File: config.mk
export PLATFORM = sky130hd
export DESIGN_NAME = control_sequencer
export DESIGN_NICKNAME = d
export VERILOG_FILES = /design/src/rtl/control_sequencer_pkg.sv /design/src/rtl/control_sequencer_instr_decoder.sv /design/src/rtl/control_sequencer.sv
export SDC_FILE = /design/constraint.sdc
export NUM_CORES = 1
export LEC_CHECK = 0
export BUFFER_PORTS_ARGS = -buffer_cell sky130_fd_sc_hd__buf_2
export CAP_MARGIN = 20
export CORE_UTILIZATION = 44
export DETAILED_ROUTE_END_ITERATION = 10
export PLACE_DENSITY = 0.74
export SETUP_SLACK_MARGIN = 0.5
export SYNTH_ARGS = -nofsm -noshare
export SYNTH_HDL_FRONTEND = slang
export SYNTH_SLANG_ARGS = --single-unit
export TNS_END_PERCENT = 5
File: constraint.sdc
create_clock -name clk -period 2.6 [get_ports clk]
set_input_delay 0.39 -clock clk [delete_from_list [all_inputs] [get_ports clk]]
set_output_delay 0.39 -clock clk [all_outputs]
set_load 0.005 [all_outputs]
File: src/rtl/control_sequencer_pkg.sv
// Shared definitions for the fetch/execute control sequencer: opcodes,
// function/shift codes, control-word layout and FSM states.
package control_sequencer_pkg;

  typedef enum logic {S_FETCH, S_EXEC} state_t;

  localparam logic [3:0] OP_MOVA = 4'h0;
  localparam logic [3:0] OP_INC  = 4'h1;
  localparam logic [3:0] OP_ADD  = 4'h2;
  localparam logic [3:0] OP_SUB  = 4'h3;
  localparam logic [3:0] OP_DEC  = 4'h4;
  localparam logic [3:0] OP_AND  = 4'h5;
  localparam logic [3:0] OP_OR   = 4'h6;
  localparam logic [3:0] OP_XOR  = 4'h7;
  localparam logic [3:0] OP_NOT  = 4'h8;
  localparam logic [3:0] OP_MOVB = 4'h9;
  localparam logic [3:0] OP_LDI  = 4'hA;
  localparam logic [3:0] OP_ADI  = 4'hB;
  localparam logic [3:0] OP_LSR  = 4'hC;
  localparam logic [3:0] OP_LSL  = 4'hD;
  localparam logic [3:0] OP_BR   = 4'hE;
  localparam logic [3:0] OP_LD   = 4'hF;

  localparam logic [3:0] FS_MOVA = 4'b0000;
  localparam logic [3:0] FS_INC  = 4'b0001;
  localparam logic [3:0] FS_ADD  = 4'b0010;
  localparam logic [3:0] FS_SUB  = 4'b0101;
  localparam logic [3:0] FS_DEC  = 4'b0110;
  localparam logic [3:0] FS_AND  = 4'b1000;
  localparam logic [3:0] FS_OR   = 4'b1001;
  localparam logic [3:0] FS_XOR  = 4'b1010;
  localparam logic [3:0] FS_NOT  = 4'b1011;
  localparam logic [3:0] FS_MOVB = 4'b1100;

  localparam logic [2:0] SS_LSR = 3'b000;
  localparam logic [2:0] SS_LSL = 3'b001;

  // Packed field order fixes the 26-bit control word layout, MSB first.
  typedef struct packed {
    logic [3:0] da;
    logic [3:0] aa;
    logic [3:0] ba;
    logic       mb;
    logic [3:0] fs;
    logic [2:0] ss;
    logic [3:0] sa;
    logic       md;
    logic       rw;
  } ctrl_t;

endpackage

File: src/rtl/control_sequencer_instr_decoder.sv
// Combinational decode of the instruction register into the datapath
// control word, constant and sequencing hints.
module instr_decoder
  import control_sequencer_pkg::*;
(
  input  logic [15:0] ir,
  input  logic        dmem_ack,
  output logic [25:0] control,
  output logic [15:0] constant,
  output logic        flag_update,
  output logic        is_branch,
  output logic        is_load
);

  logic [3:0] op, dr, sa, sb;
  ctrl_t      dec;

  assign op = ir[15:12];
  assign dr = ir[11:8];
  assign sa = ir[7:4];
  assign sb = ir[3:0];

  always_comb begin
    dec         = '0;
    dec.da      = dr;
    dec.rw      = 1'b1;
    constant    = '0;
    flag_update = 1'b0;
    is_branch   = 1'b0;
    is_load     = 1'b0;
    case (op)
      OP_MOVA: begin dec.aa = sa; dec.fs = FS_MOVA; end
      OP_INC:  begin dec.aa = sa; dec.fs = FS_INC;  flag_update = 1'b1; end
      OP_ADD:  begin dec.aa = sa; dec.ba = sb; dec.fs = FS_ADD; flag_update = 1'b1; end
      OP_SUB:  begin dec.aa = sa; dec.ba = sb; dec.fs = FS_SUB; flag_update = 1'b1; end
      OP_DEC:  begin dec.aa = sa; dec.fs = FS_DEC;  flag_update = 1'b1; end
      OP_AND:  begin dec.aa = sa; dec.ba = sb; dec.fs = FS_AND; flag_update = 1'b1; end
      OP_OR:   begin dec.aa = sa; dec.ba = sb; dec.fs = FS_OR;  flag_update = 1'b1; end
      OP_XOR:  begin dec.aa = sa; dec.ba = sb; dec.fs = FS_XOR; flag_update = 1'b1; end
      OP_NOT:  begin dec.aa = sa; dec.fs = FS_NOT;  flag_update = 1'b1; end
      OP_MOVB: begin dec.ba = sb; dec.fs = FS_MOVB; end
      OP_LDI: begin
        dec.mb   = 1'b1;
        dec.fs   = FS_MOVB;
        constant = {8'h00, sa, sb};
      end
      OP_ADI: begin
        dec.aa      = sa;
        dec.mb      = 1'b1;
        dec.fs      = FS_ADD;
        constant    = {12'h000, sb};
        flag_update = 1'b1;
      end
      OP_LSR:  begin dec.ba = sa; dec.ss = SS_LSR; dec.sa = sb; dec.fs = FS_MOVB; end
      OP_LSL:  begin dec.ba = sa; dec.ss = SS_LSL; dec.sa = sb; dec.fs = FS_MOVB; end
      OP_BR: begin
        dec       = '0;
        is_branch = 1'b1;
      end
      OP_LD: begin
        // Register write is held off until the load data arrives.
        dec.aa  = sa;
        dec.md  = 1'b1;
        dec.rw  = dmem_ack;
        is_load = 1'b1;
      end
      default: ;
    endcase
  end

  assign control = dec;

endmodule

File: src/rtl/control_sequencer.sv
// Two-state fetch/execute sequencer driving the 16-register datapath,
// with req/ack instruction and data-load ports.
module control_sequencer
  import control_sequencer_pkg::*;
#(
  parameter logic [15:0] RESET_PC = 16'h0000
) (
  input  logic        clk,
  input  logic        rst,
  input  logic        en,
  output logic        imem_req,
  output logic [15:0] imem_addr,
  input  logic [15:0] imem_data,
  input  logic        imem_ack,
  output logic        dmem_req,
  output logic [15:0] dmem_addr,
  input  logic        dmem_ack,
  input  logic [15:0] busa,
  input  logic        v_in,
  input  logic        c_in,
  input  logic        n_in,
  input  logic        z_in,
  output logic [25:0] control,
  output logic [15:0] constant,
  output logic [15:0] pc,
  output logic [15:0] ir
);

  state_t      state;
  logic [3:0]  flags;  // {V,C,N,Z}
  logic [25:0] dec_control;
  logic [15:0] dec_constant;
  logic        flag_update, is_branch, is_load;
  logic        in_exec, taken;
  logic [15:0] pc_next;

  instr_decoder u_decoder (
    .ir          (ir),
    .dmem_ack    (dmem_ack),
    .control     (dec_control),
    .constant    (dec_constant),
    .flag_update (flag_update),
    .is_branch   (is_branch),
    .is_load     (is_load)
  );

  assign in_exec   = (state == S_EXEC);
  assign imem_req  = (state == S_FETCH) && en && !rst;
  assign imem_addr = pc;
  assign dmem_req  = in_exec && is_load;
  assign dmem_addr = busa;
  assign control   = in_exec ? dec_control  : '0;
  assign constant  = in_exec ? dec_constant : '0;

  // dr[1:0] indexes the latched flag vector directly: 0=Z, 1=N, 2=C, 3=V.
  assign taken   = is_branch && flags[ir[9:8]];
  assign pc_next = taken ? pc + 16'd1 + {{8{ir[7]}}, ir[7:0]} : pc + 16'd1;

  always_ff @(posedge clk) begin
    if (rst) begin
      state <= S_FETCH;
      pc    <= RESET_PC;
      ir    <= '0;
      flags <= '0;
    end else begin
      case (state)
        S_FETCH: begin
          if (imem_req && imem_ack) begin
            ir    <= imem_data;
            state <= S_EXEC;
          end
        end
        S_EXEC: begin
          if (is_load) begin
            if (dmem_ack) begin
              pc    <= pc + 16'd1;
              state <= S_FETCH;
            end
          end else begin
            if (flag_update) flags <= {v_in, c_in, n_in, z_in};
            pc    <= pc_next;
            state <= S_FETCH;
          end
        end
        default: state <= S_FETCH;
      endcase
    end
  end

endmodule

==> impl_metrics.yaml, run 1 <==
run_status:
  outcome: "finished, violations left"
  violations: "setup timing"
clocking:
  clk_pin_slew_ns: 0.08
  cts_buffer_depth: 2
  ctsHoldBuffers: 0
  clk_latency_ns: 0.29
  htree_levels: 2
  cts_tree: "yes"
  clockRootBuffer: "clkbuf_8"
  clkSinkCount: 37
  cts_buffers: 5
yosys:
  synthFlopType: "dfxtp_1"
  ys_ff_latch: 37
  yosysWarnings: 0
  synth_top_area_share_pct: 21.6
  synth_common_cells: "nand2_1, a21oi_1, buf_4"
  synth-seq-area-share_pct: 21.6
  synth-edff-count: 0
  synthTopCellsByArea: "dfxtp_1, buf_4, nand2_1"
  netlist_area_um2: 3430
  synth_cell_types: 58
  syn_avg_cell_area_um2: 7.21
  yosysMostFrequentCell: "nand2_1"
  async_flop_share_pct: 0
  synth_top_cell_by_area: "dfxtp_1"
  synth_cells: 476
timing:
  hold_ws_ns: 0.327
  final.setup.tns_ns: -0.240
  rsz0062_at_grt: "true"
  slew_headroom_pct: 46.6
  min_period_ns: 2.68
  drv_slew: 0
  setup_viol: 4
  post-route-worst-setup-slack_ns: -0.0763
  fin_skew_ns: 0.00745
  worstMarginPinSlew_ns: 0.801
  hold_violations: 0
  fmax_mhz: 374
  min_period_over_period_pct: 103
setup_path:
  critical_path_class: "reg2reg"
  endpoint_kind: "flip-flop"
  cp-start-kind: "flip-flop"
  required_ns: 2.81
  cp_max_fo: 4
  cp_data_arrival_time_ns: 2.89
global_route:
  track_usage_pct: 23.9
  grt_overflow_total: 0
  grt_pass1_vias: 3434
  grt_pass1_wl_um: 16200
  grt_max_degree: 39
  antenna_found_initial: 0
drt:
  wire_per_inst_um: 15.4
  drt_iter0_drc: 225
  drc: 0
  vias_per_cell: 5.58
  antenna_left: 0
  wl_um: 10700
  vias: 3902
  firstDrtPassIters: 6
power_and_ir_drop:
  ir_worst_vdd_mv: 0.239
  p_leak_nw: 2.28
  p_sw_share_pct: 26.7
  p_int_uw: 934
  clock_power_share_pct: 39.0
  p_sw_uw: 341
  finalPower_mw: 1.27
  power_density_nw_per_um2: 273
  combPwrFrac_pct: 14.7
  sequentialPowerShare_pct: 46.3
die:
  io_pins: 149
  die_h_um: 90.3
  core_um2: 7410
  dieArea_um2: 8160
  fp-row-count: 31
  die_w_um: 90.3
  start_util_pct: 46.3
placed_design:
  routabilityCongestion: 0.887
  dp_slack_ns: -0.179
  dpl_cell_area_um2: 4190
  io_buffers: 106
  hpwl_um: 7610
run:
  maxCapViolations: 0
finish:
  drive_gt1_share_pct: 41.2
  diodes: 0
  finalInstanceArea_um2: 4670
  nets: 661
  syn_to_final_growth_pct: 36.2
hold_path:
  hold_path.class: "in2reg"
## path summary, 6_finish.rpt
| path | startpoint | endpoint | slack, ns | cells past startpoint |
|---|---|---|---|---|
| max | imem_addr[0] | imem_addr[13] | -0.08 | 12 |
| min | imem_data[7] | ir[7] | 0.33 | 3 |
| max reg2reg | imem_addr[0] | imem_addr[13] | -0.08 | 12 |
| min reg2reg | ir[11] | ir[11] | 0.48 | 2 |
## state kept, by name, indices dropped and copies added, names as in the netlist
signal,flops
imem_addr,16
ir,16
flags,4
in_exec,1
## cells by family (layout without fill, tap and decap cells)
| logic type | after synthesis | in the layout | share of synthesized area, % |
|---|---|---|---|
| muxes | 8 | 8 | 2.77 |
| other | 1 | 10 | 0.109 |
| xor gates and xnor gates | 22 | 22 | 5.61 |
| and+or+nand+nor | 190 | 190 | 26.8 |
| adders and majority gates | 21 | 21 | 7.87 |
| AOI/OAI and AO/OA | 119 | 119 | 21.5 |
| DFF | 37 | 37 | 21.6 |
| buffers and inverters | 78 | 193 | 13.7 |
## power groups by stage
stage	Combinational [mW]	Clock [mW]	Sequential, mW
after floorplan	0.125	0	0.602
after global placement	0.160	0	0.602
after detailed placement	0.163	0	0.603
after CTS	0.168	0.498	0.590
after global routing	0.204	0.530	0.593
final	0.187	0.497	0.591
## per-stage QoR
stage / std cells / util [%]
global route: 699 / 63.1
CTS: 694 / 59.9
global placement: 680 / 56.5
floorplan: 485 / -
detailed placement: 680 / 56.5
finish: 699 / 63.1
## critical path, stage by stage, from the launching register on
cell and delay (ns):
dfxtp_4 0.37, ha_4 0.13, nand4_1 0.18, buf_6 0.21, nor2_4 0.09, xor2_2 0.20
ha_4 0.24, a21o_1 0.20, a21o_1 0.19, a21oi_4 0.23, a21oi_4 0.08, mux2_4 0.31
a211oi_2 0.17
## metal layers
| metal | GRT usage (%) | share of wire, % |
|---|---|---|
| met1 | 32.1 | 43 |
| met3 | 3.87 | 7.4 |
| met4 | 6.32 | 2.4 |
| met5 | 0 | 0 |
| met2 | 39.7 | 47 |
## repair_timing
| action | CTS | global route |
|---|---|---|
| endpoints found under the hold margin | 0 | 0 |
| pin swaps | 26 | 28 |
| gates resized for setup | 23 | 42 |
| buffers inserted | 6 | 5 |
| setup endpoints to repair | 14 | 19 |
## area by class of cell
type                    instances  area (um^2)
flip-flops and latches         37          768
fillers                       665         2740
multi-input cells             370         2560
inverters                       8         30.0
repair buffers                177         1080
well taps                      99          124
clock buffers                   8          111
## cells in the final DEF, fill, tap and decap left out, types with 4 or more instances in the layout
cell type / Yosys / routed
inv_1: 8 / 8
and3_1: 10 / 7
ha_4: 0 / 4
and2_1: 15 / 14
clkbuf_8: 0 / 6
buf_4: 43 / 67
xor2_1: 9 / 6
o211ai_1: 4 / 4
o21ai_0: 20 / 15
conb_1: 1 / 10
a211oi_2: 0 / 5
buf_2: 7 / 106
a31oi_1: 4 / 4
dfxtp_2: 0 / 7
nand3_1: 14 / 14
nand4_1: 4 / 4
dfxtp_1: 37 / 25
dfxtp_4: 0 / 5
ha_1: 20 / 16
nor2b_1: 5 / 4
nand2_1: 70 / 68
nor2_1: 39 / 35
a21oi_1: 47 / 43
mux2i_1: 5 / 5
nor3_1: 10 / 8
xnor2_1: 13 / 10
o21ai_1: 4 / 6
a21o_1: 8 / 7
(Power assumes the default switching activity.)
==> inputs of run 2 (changes only) <==
--- a/config.mk
+++ b/config.mk
@@ -7,9 +7,9 @@
 export LEC_CHECK = 0
 export BUFFER_PORTS_ARGS = -buffer_cell sky130_fd_sc_hd__buf_2
 export CAP_MARGIN = 20
-export CORE_UTILIZATION = 44
+export CORE_UTILIZATION = 49
 export DETAILED_ROUTE_END_ITERATION = 10
-export PLACE_DENSITY = 0.74
+export PLACE_DENSITY = 0.78
 export SETUP_SLACK_MARGIN = 0.5
 export SYNTH_ARGS = -nofsm -noshare
 export SYNTH_HDL_FRONTEND = slang
==> constraint.sdc (replaced) <==
create_clock -name clk -period 2.71 [get_ports clk]
set_input_delay 0.4065 -clock clk [delete_from_list [all_inputs] [get_ports clk]]
set_output_delay 0.4065 -clock clk [all_outputs]
set_load 0.005 [all_outputs]
==> impl_metrics.yaml, run 2 (same netlist as run 1, synthesis figures left out) <==
global_route:
  grt_overflow_total: 0
  grt_pass1_vias: 3349
  antenna_found_initial: 0
  track_usage_pct: 26.6
  grt_max_degree: 39
  grt_pass1_wl_um: 15700
die:
  die_h_um: 85.7
  dieArea_um2: 7340
  die_w_um: 85.7
  fp-row-count: 30
  start_util_pct: 50.5
  core_um2: 6790
  io_pins: 149
power_and_ir_drop:
  power_density_nw_per_um2: 261
  finalPower_mw: 1.14
  ir_worst_vdd_mv: 0.313
  p_leak_nw: 2.15
finish:
  diodes: 0
  nets: 637
  fin_util_pct: 64.4
  mostFrequentLayoutCell: "buf_2"
  finalInstanceArea_um2: 4380
  drive_gt1_share_pct: 35.6
  syn_to_final_growth_pct: 27.5
  mostFrequentLayoutCells: "buf_2, nand2_1, buf_4"
clocking:
  clk_pin_slew_ns: 0.08
  clk_latency_ns: 0.30
  cts_buffer_depth: 2
  ctsHoldBuffers: 0
  clkSinkCount: 37
  clockRootBuffer: "clkbuf_8"
  cts_tree: "yes"
  cts_buffers: 5
  htree_levels: 2
timing:
  drv_slew: 0
  worstMarginPinSlew_ns: 0.759
  rsz0062_at_grt: "true"
  post-route-worst-setup-slack_ns: -0.0335
  slew_headroom_pct: 49.4
  fmax_mhz: 364
  hold_violations: 0
  setup_viol: 3
  fin_skew_ns: 0.00721
  min_period_over_period_pct: 101
  min_period_ns: 2.74
placed_design:
  io_buffers: 106
  dp_slack_ns: -0.155
  routabilityCongestion: 0.973
  dpl_cell_area_um2: 4040
  hpwl_um: 7210
hold_path:
  hold_path_end: "flags[3]"
  worstHoldStart: "v_in"
  min_path_cells: 3
  hold_path.class: "in2reg"
run_status:
  outcome: "finished, violations left"
  violations: "setup timing"
setup_path:
  cp_data_arrival_time_ns: 2.98
  cp_max_fo: 6
  crit_start: "imem_addr[0]"
  cp-start-kind: "flip-flop"
  worstRegToRegCells: 12
  endpoint_kind: "flip-flop"
  critical_path_class: "reg2reg"
  required_ns: 2.95
  worst-r2r-setup-slack_ns: -0.03
  r2r-end: "imem_addr[12]"
  r2r_start: "imem_addr[0]"
drt:
  vias: 3691
  drc: 0
  antenna_left: 0
  wl_um: 9900
  wire_per_inst_um: 14.7
  firstDrtPassIters: 4
  drt_iter0_drc: 193
  vias_per_cell: 5.49
run:
  maxCapViolations: 0
run 2: changes by cell type in the layout (fill, tap and decap cells not counted), moves of 2 or more:
cell / delta
nor2_4: -2
ha_4: -3
a211oi_1: +2
and3_1: +2
and3_4: -2
a311oi_2: -2
a211oi_2: -3
o21ai_2: -2
nor2_1: +3
dfxtp_1: +4
ha_1: +2
buf_4: -24
dfxtp_2: -3
run 2: critical path: stages, from the launching register on:
cell and delay (ns):
dfxtp_2 0.36, buf_4 0.14, nand2_2 0.07, or2_4 0.26
xnor2_2 0.15, ha_1 0.31, buf_4 0.13, nand2_2 0.07
a211oi_2 0.39, o211ai_1 0.22, a2111oi_2 0.34, a31oi_1 0.10
a21oi_1 0.14
run 2: layer usage:
metal  GRT usage (%)  up-vias  share of wire, %
li1                -     1819                 -
met2            45.9      126                48
met1            33.1     1723                43
met4            8.33        0               2.3
met5               0        -                 0
met3            5.87       23               6.5
run 2: power breakdown:
group | switching, mW | internal (mW) | leakage [nW]
Sequential | 0.0150 | 0.551 | 0.305
Clock | 0.228 | 0.183 | 0.0489
Combinational | 0.0918 | 0.0721 | 1.79
run 2: how the worst max path moves through the flow:
stage	end	slack (ns)	cells past startpoint
after floorplan	imem_addr[13]	0.04	11
after global placement	imem_addr[12]	0.01	12
after detailed placement	imem_addr[12]	-0.16	12
after CTS	imem_addr[15]	0.01	12
after global routing	imem_addr[10]	-0.13	13
final	imem_addr[12]	-0.03	12
run 2: cell type report:
class,count,area [um^2]
Sequential cell,37,761
Clock buffer,5,68.8
Fill cell,621,2420
Inverter,8,30.0
Timing Repair Buffer,153,898
Tap cell,96,120
Multi-Input combinational cell,370,2480
Clock inverter,3,20.0
run 2: metrics by stage:
stage / hold slack (ns) / TNS [ns] / cells
after floorplan: 0.458 / 0 / 485
after global placement: 0.452 / 0 / 658
after detailed placement: 0.466 / -0.311 / 658
after CTS: 0.328 / 0 / 668
after global routing: 0.339 / -0.784 / 672
final: 0.329 / -0.0370 / 672
run 2: timing repair:
| action | CTS | global route |
|---|---|---|
| endpoints found under the setup margin | 14 | 16 |
| pin swaps | 5 | 22 |
| setup buffers | 2 | 4 |
| resized for setup | 13 | 30 |
==> inputs of run 3 (changes only) <==
--- a/config.mk
+++ b/config.mk
@@ -9,7 +9,7 @@
 export CAP_MARGIN = 20
 export CORE_UTILIZATION = 49
 export DETAILED_ROUTE_END_ITERATION = 10
-export PLACE_DENSITY = 0.78
+export PLACE_DENSITY = 0.82
 export SETUP_SLACK_MARGIN = 0.5
 export SYNTH_ARGS = -nofsm -noshare
 export SYNTH_HDL_FRONTEND = slang
==> impl_metrics.yaml, run 3 (same netlist as run 1, synthesis figures left out) <==
run_status:
  outcome: "finished clean"
timing:
  drv_slew: 0
  fin_skew_ns: 0.00626
  rsz0062_at_grt: "true"
  slew_headroom_pct: 60.6
  min_period_over_period_pct: 99.9
  setup_viol: 0
  min_period_ns: 2.71
  fmax_mhz: 369
  hold_violations: 0
  hold_ws_ns: 0.334
  post-route-worst-setup-slack_ns: 0.00247
  worstMarginPinSlew_ns: 0.589
global_route:
  track_usage_pct: 27.7
  grt_pass1_wl_um: 16500
  grt_overflow_total: 0
  grt_pass1_vias: 3534
  grt_max_degree: 39
  antenna_found_initial: 0
setup_path:
  endpoint_kind: "flip-flop"
  cpPeakStageDelay_ns: 0.44
  critical_path_class: "reg2reg"
  crit_path_top_delay_cell: "a2111oi_2"
  cp-start-kind: "flip-flop"
  cp_data_arrival_time_ns: 2.93
  crit_chain: "buf_4 > nand2_2 > or2_4 > xnor2_2 > ha_1 > a2111oi_2 > buf_4 > a21o_4 > a21oi_2 > mux2_2 > a211oi_2"
  cp_max_fo: 5
  required_ns: 2.93
  cpMostUsedCell: "buf_4"
finish:
  fin_util_pct: 65.1
  fin_cells: 674
  syn_to_final_growth_pct: 28.9
  drive_gt1_share_pct: 36.5
  multi_input_area_um2: 2470
  mostFrequentLayoutCells: "buf_2, nand2_1, buf_4"
  nets: 639
  diodes: 0
  finalInstanceArea_um2: 4420
  area.sequential_um2: 762
  fillCellCount: 571
  mostFrequentLayoutCell: "buf_2"
hold_path:
  hold_path.class: "in2reg"
drt:
  wl_um: 10200
  drt_iter0_drc: 311
  vias: 3806
  wire_per_inst_um: 15.1
  vias_per_cell: 5.65
  firstDrtPassIters: 5
  antenna_left: 0
  drc: 0
die:
  core_um2: 6790
  start_util_pct: 50.5
  die_w_um: 85.7
  io_pins: 149
  dieArea_um2: 7340
  die_h_um: 85.7
  fp-row-count: 30
clocking:
  cts_tree: "yes"
  cts_buffers: 5
  clk_pin_slew_ns: 0.08
  htree_levels: 2
  clockRootBuffer: "clkbuf_8"
  clkSinkCount: 37
  ctsHoldBuffers: 0
  cts_buffer_depth: 2
  clk_latency_ns: 0.30
power_and_ir_drop:
  p_leak_nw: 2.17
  power_density_nw_per_um2: 293
  ir_worst_vdd_mv: 0.283
placed_design:
  placed_cells: 656
  routabilityCongestion: 0.982
  dp_slack_ns: -0.142
  dpl_cell_area_um2: 4030
  hpwl_um: 7290
  io_buffers: 106
run:
  maxCapViolations: 0
[run 3: cell count changes in the layout (fill, tap and decap cells not counted), sizes merged]
cell,change
clkbuf,+1
inv,-1
bufinv,+1
clkinv,-1
buf,+2
[run 3: power breakdown]
group | internal [mW] | switching [mW]
registers | 0.551 | 0.0179
clock network | 0.334 | 0.230
logic | 0.0734 | 0.0907
[run 3: final cells by class]
type	count	area share (%)
multi-input combinational	370	55.9
sequential	37	17.2
clock buffer	6	2.12
tap	96	2.71
inverter	8	0.679
timing repair buffer	155	20.5
clock inverter	2	0.877
[run 3: critical path, delay by kind of cell (launching register included)]
family	cells	cell delay [ns]
compound gates	4	0.81
xor+xnor	1	0.15
fa+ha+maj	1	0.35
buf+inv	2	0.33
flops	1	0.36
mux	1	0.28
simple gates	2	0.34
[run 3: what timing repair did]
item,CTS,global route
gates resized for setup,17,24
hold endpoints to repair,0,0
endpoints found under the setup margin,13,26
setup buffers,7,3
pin swaps,10,17
[run 3: through the flow]
stage                     TNS (ns)  total power, mW
final                            0             1.30
after detailed placement    -0.265            0.730
after floorplan                  0            0.698
after global routing        -0.525             1.35
after CTS                        0             1.29
after global placement     -0.0104            0.725
[run 3: path summary, 6_finish.rpt]
path | startpoint | depth (start not counted) | slack (ns) | to
min | imem_data[6] | 3 | 0.33 | ir[6]
max reg2reg | imem_addr[1] | 11 | 0.002 | imem_addr[13]
min reg2reg | ir[10] | 2 | 0.48 | ir[10]
max | imem_addr[1] | 11 | 0.002 | imem_addr[13]
[run 3: metal layers]
layer / up-vias / global-route usage [%] / part of all wire, %
li1: 1826 / - / -
met1: 1780 / 34.6 / 42
met2: 176 / 47.1 / 49
met3: 24 / 5.20 / 6.5
met4: 0 / 11.1 / 2.3
met5: - / 0 / 0
